==> config.mk <==
export PLATFORM = sky130hd
export DESIGN_NAME = sr_cmd_driver
export DESIGN_NICKNAME = d
export VERILOG_FILES = /design/src/rtl/sr_pkg.sv /design/src/rtl/sr_cmd_fifo.sv /design/src/rtl/sr_cmd_driver.sv
export SDC_FILE = /design/constraint.sdc
export NUM_CORES = 1
export LEC_CHECK = 0
export CAP_MARGIN = 40
export CORE_MARGIN = 2
export CORE_UTILIZATION = 45
export CTS_CLUSTER_DIAMETER = 200
export DETAILED_ROUTE_END_ITERATION = 8
export PLACE_DENSITY = 0.73
export REMOVE_ABC_BUFFERS = 1
export SLEW_MARGIN = 15
export SYNTH_ARGS = -nofsm -noshare
export SYNTH_HDL_FRONTEND = slang
export SYNTH_SLANG_ARGS = --single-unit
==> constraint.sdc <==
create_clock -name clk -period 4.25 [get_ports clk]
set_clock_uncertainty 0.2 [all_clocks]
set_input_delay 0.85 -clock clk [delete_from_list [all_inputs] [get_ports clk]]
set_output_delay 0.85 -clock clk [all_outputs]
set_load 0.02 [all_outputs]
==> src/rtl/sr_pkg.sv <==
// Shared definitions for the SR flip-flop command driver.
// Op encoding, FSM state type and the pulse/gap counter width.
package sr_pkg;

  localparam logic OP_SET   = 1'b1;
  localparam logic OP_RESET = 1'b0;

  localparam int CNT_W = 4;

  typedef enum logic [1:0] {
    IDLE   = 2'd0,
    PULSE  = 2'd1,
    SETTLE = 2'd2,
    GAP    = 2'd3
  } state_t;

endpackage

==> src/rtl/sr_cmd_fifo.sv <==
// Synchronous 1-bit command FIFO.
// Pointers carry one extra MSB so that full and empty can be told apart.
module sr_cmd_fifo #(
  parameter int DEPTH = 4,
  parameter int AW    = $clog2(DEPTH)
) (
  input  logic        clk,
  input  logic        rst,
  input  logic        push,
  input  logic        pop,
  input  logic        din,
  output logic        dout,
  output logic        full,
  output logic        empty,
  output logic [AW:0] level
);

  logic [DEPTH-1:0] mem;
  logic [AW:0]      wr_ptr;
  logic [AW:0]      rd_ptr;

  always_ff @(posedge clk) begin
    if (rst) begin
      wr_ptr <= '0;
      rd_ptr <= '0;
    end else begin
      if (push) begin
        mem[wr_ptr[AW-1:0]] <= din;
        wr_ptr              <= wr_ptr + 1'b1;
      end
      if (pop) begin
        rd_ptr <= rd_ptr + 1'b1;
      end
    end
  end

  assign level = wr_ptr - rd_ptr;
  assign full  = (level == (AW+1)'(DEPTH));
  assign empty = (wr_ptr == rd_ptr);
  assign dout  = mem[rd_ptr[AW-1:0]];

endmodule

==> src/rtl/sr_cmd_driver.sv <==
// Turns queued set/reset commands into non-overlapping S/R pulses and
// checks the flip-flop's Q after each pulse.
//
//   state  | meaning
//   IDLE   | waiting for a queued command; pops the head when present
//   PULSE  | driving S (set) or R (reset) for PULSE_W cycles
//   SETTLE | one quiet cycle, then Q is compared against the issued op
//   GAP    | GAP_W cycles of forced S=R=0 before the next command
module sr_cmd_driver
  import sr_pkg::*;
#(
  parameter int PULSE_W = 2,
  parameter int GAP_W   = 1,
  parameter int DEPTH   = 4
) (
  input  logic                     clk,
  input  logic                     rst,
  input  logic                     cmd_valid,
  output logic                     cmd_ready,
  input  logic                     cmd_op,
  input  logic                     q_in,
  output logic                     S,
  output logic                     R,
  output logic                     busy,
  output logic                     err,
  output logic [$clog2(DEPTH):0]   level
);

  state_t             state, state_nxt;
  logic [CNT_W-1:0]   cnt, cnt_nxt;
  logic               op, op_nxt;
  logic               err_nxt;
  logic               push, pop;
  logic               fifo_dout, fifo_full, fifo_empty;

  assign cmd_ready = !fifo_full && !rst;
  assign push      = cmd_valid && cmd_ready;

  sr_cmd_fifo #(
    .DEPTH (DEPTH)
  ) u_fifo (
    .clk   (clk),
    .rst   (rst),
    .push  (push),
    .pop   (pop),
    .din   (cmd_op),
    .dout  (fifo_dout),
    .full  (fifo_full),
    .empty (fifo_empty),
    .level (level)
  );

  always_ff @(posedge clk) begin
    if (rst) begin
      state <= IDLE;
      cnt   <= '0;
      op    <= OP_RESET;
      err   <= 1'b0;
    end else begin
      state <= state_nxt;
      cnt   <= cnt_nxt;
      op    <= op_nxt;
      err   <= err_nxt;
    end
  end

  always_comb begin
    state_nxt = state;
    cnt_nxt   = cnt;
    op_nxt    = op;
    err_nxt   = 1'b0;
    pop       = 1'b0;
    case (state)
      IDLE: begin
        if (!fifo_empty) begin
          pop       = 1'b1;
          op_nxt    = fifo_dout;
          cnt_nxt   = CNT_W'(PULSE_W - 1);
          state_nxt = PULSE;
        end
      end
      PULSE: begin
        if (cnt == '0) state_nxt = SETTLE;
        else           cnt_nxt   = cnt - 1'b1;
      end
      SETTLE: begin
        // Q has had one quiet cycle to resolve; a redundant command still checks.
        err_nxt   = (q_in != op);
        cnt_nxt   = CNT_W'(GAP_W - 1);
        state_nxt = GAP;
      end
      GAP: begin
        if (cnt == '0) state_nxt = IDLE;
        else           cnt_nxt   = cnt - 1'b1;
      end
      default: state_nxt = IDLE;
    endcase
  end

  // Decoded from registered state and op only, so S and R can never overlap.
  assign S    = (state == PULSE) && (op == OP_SET);
  assign R    = (state == PULSE) && (op == OP_RESET);
  assign busy = (state != IDLE) || !fifo_empty;

endmodule

==> flow_summary.ini <==
[run_status]
status = completed

[layout]
nets = 144
multi_input_area_um2 = 626
syn_to_final_growth_pct = 16.7
final_cell_area_um2 = 1270
fin_util_pct = 56.2
seq_area_um2 = 400
layout-drive-gt1-share_pct = 6.50
diodes = 0
nFillCells = 224

[drt]
antenna_left = 0
vias = 782
post-route-drc-count = 0
first_pass_iters = 4
wirelength_um = 1810
vias_per_cell = 5.18
initialDrtViolationCount = 8
wire_per_inst_um = 12.0

[clock_network]
htree_levels = 1
cts_tree = built
numCtsBuffers = 3
clock_latency_ns = 0.30
cts_hold_buf = 0
clockRootBuffer = clkbuf_4
post_cts_buffers = 0
cts.sinks = 18
ctsResizeCount = 0
clk_path_buf_depth = 2
cts.clk_slew.worst_paths_ns = 0.10

[yosys]
synth_edf_count = 4
netlist_top_cells_count = dfxtp_1 (14), ha_1 (14), inv_1 (14), nor2_1 (14), mux2i_1 (6)
synth-seq-cells = 18
synthCells = 108
syn_avg_cell_area_um2 = 10.1
synth_ff_type = dfxtp_1
yosysWarningCount = 0
yosysTopAreaCellShare_pct = 25.8
synth_seq_area_share_pct = 36.9
ys_top_cells_by_area = dfxtp_1 (26%), ha_1 (16%), edfxtp_1 (11%)
netlist_area_um2 = 1090
synthDistinctLibCells = 32
async_reset_ff_share_pct = 0
yosysTopAreaCell = dfxtp_1

[power_and_ir_drop]
p_switching_uw = 381
p_seq_share_pct = 29.1
p_leak_uw = 0.000545
ir_worst_vdd_mv = 0.483
power.total_uw = 879
switching_share_pct = 43.4
intPower_uw = 497
share_clk_of_total_power_pct = 10.0
comb_power_share_pct = 60.8
p_per_area_nw_per_um2 = 693

[critical_path]
critPathCapture = cmd_ready
critPathCaptureType = output pin
startpoint_type = flop
cpMaxStageDelayCell = clkdlybuf4s50_1
critPathKind = flop to output pin
cp.arrival_ns = 2.42
cp_cell_sequence = inv_1 > ha_1 > fa_1 > xor3_2 > a31oi_1 > clkdlybuf4s50_1
cp_top_family = buffers and inverters
rrSetupSlack_ns = 1.89
cp_data_required_time_ns = 3.20
cp_max_fo = 4
path_depth = 6
r2r_start = u_fifo.wr_ptr[0]
r2r_end = u_fifo.mem[1]
rr_worst_depth = 7
startpoint = u_fifo.wr_ptr[0]
critPathMaxStageDelay_ns = 0.63
path_buf_inv = 2

[timing]
worst_slack_ns = 0.775
relSlewSlack_pct = 60.4
final.period_utilization_pct = 81.8
setup_violations = 0
min_period_ns = 3.47
rsz0062_at_grt = no
setup_tns_ns = 0
timing.final.max_slew_violations = 0
hold_viol_final = 0
worst_slew_pin_slew_ns = 0.579
max_freq_ghz = 0.288

[grt]
gr-total-overflow = 0
grt_max_degree = 20
grt_pass1_wl_um = 3070
grt_use_total_pct = 15.2
grt_antenna_before_repair = 0
grt_pass1_vias = 737

[floorplan]
dieArea_um2 = 2820
io_pins = 13
initial_core_util_pct = 48.2
die_w_um = 53.1
std_cell_rows = 17
core-area_um2 = 2250
dieHeight_um = 53.1

[placement]
dp_slack_ns = 1.11
io_buffers = 12
gp_congestion = 0.771
hpwl_um = 1380
postPlaceCellArea_um2 = 1240

[flow_run]
drv_cap = 0

[min_path]
hold_path.class = flop to flop
[stage by stage]
stage	instances	hold slack [ns]
finish	151	0.326
global route	151	0.377
CTS	151	0.327
detailed placement	147	0.309
global placement	147	0.289
floorplan	106	0.274
[cell families after synthesis]
group                    after synthesis  synth area share (%)
flip-flops                            18                  36.9
adder cells (fa/ha/maj)               15                  18.0
AO/OA/AOI/OAI                         15                  11.3
multiplexers                           7                  7.60
buffers and inverters                 16                  5.53
AND/OR/NAND/NOR                       31                  14.4
XOR/XNOR                               6                  6.34
[flip-flops by register name (all words and copies together) (netlist names)]
name / cells
err: 1
state: 2
u_fifo.mem: 4
op: 1
u_fifo.wr_ptr: 3
cnt: 4
u_fifo.rd_ptr: 3
[layer usage]
metal / global-route usage, % / routed length, um
met3: 1.98 / 67
met2: 24.2 / 788
met1: 19.7 / 915
met4: 8.97 / 33
met5: 0 / 0
[worst min-delay path: cells and delay by family, from the launching register on]
kind	cells	cell delay [ns]
buf+inv	1	0.07
compound gates	1	0.07
flops	1	0.35
[how the worst min path moves through the flow]
stage | depth (start not counted) | startpoint | to | slack, ns
finish | 2 | cnt[3] | cnt[3] | 0.33
global route | 2 | cnt[1] | cnt[1] | 0.38
CTS | 2 | cnt[1] | cnt[1] | 0.33
detailed placement | 2 | cnt[1] | cnt[1] | 0.31
global placement | 2 | cnt[3] | cnt[3] | 0.29
floorplan | 2 | cnt[3] | cnt[3] | 0.27
[power by group through the flow]
stage	Combinational (uW)	Clock (uW)	Sequential, uW
3_3_place_gp	518	0	258
5_1_grt	594	96.6	263
4_1_cts	538	90.4	257
3_5_place_dp	534	0	261
2_1_floorplan	384	0	250
6_report	535	88.2	256
[cell type report]
cell class | instances | share of cell area, %
Inverter | 14 | 4.15
Clock buffer | 3 | 1.78
Timing Repair Buffer | 13 | 10.1
Sequential cell | 18 | 31.6
Clock inverter | 1 | 0.296
Tap cell | 28 | 2.76
Multi-Input combinational cell | 74 | 49.4
[placed cells by master (no fill, tap or decap), types with 2 or more instances in the layout]
master,Yosys,final
inv_1,14,14
nor2_1,14,14
ha_1,14,14
dfxtp_1,14,14
clkdlybuf4s50_1,0,12
mux2i_1,6,6
and2_1,4,4
edfxtp_1,4,4
xor2_1,3,3
nand2_1,3,3
o31ai_1,3,3
clkbuf_4,0,3
nor3_1,2,2
or3_1,2,2
o21ai_0,2,2
o32a_1,2,2
nor3b_1,2,2
xnor2_1,2,2
Note: power is estimated with default switching activity, not from simulation.
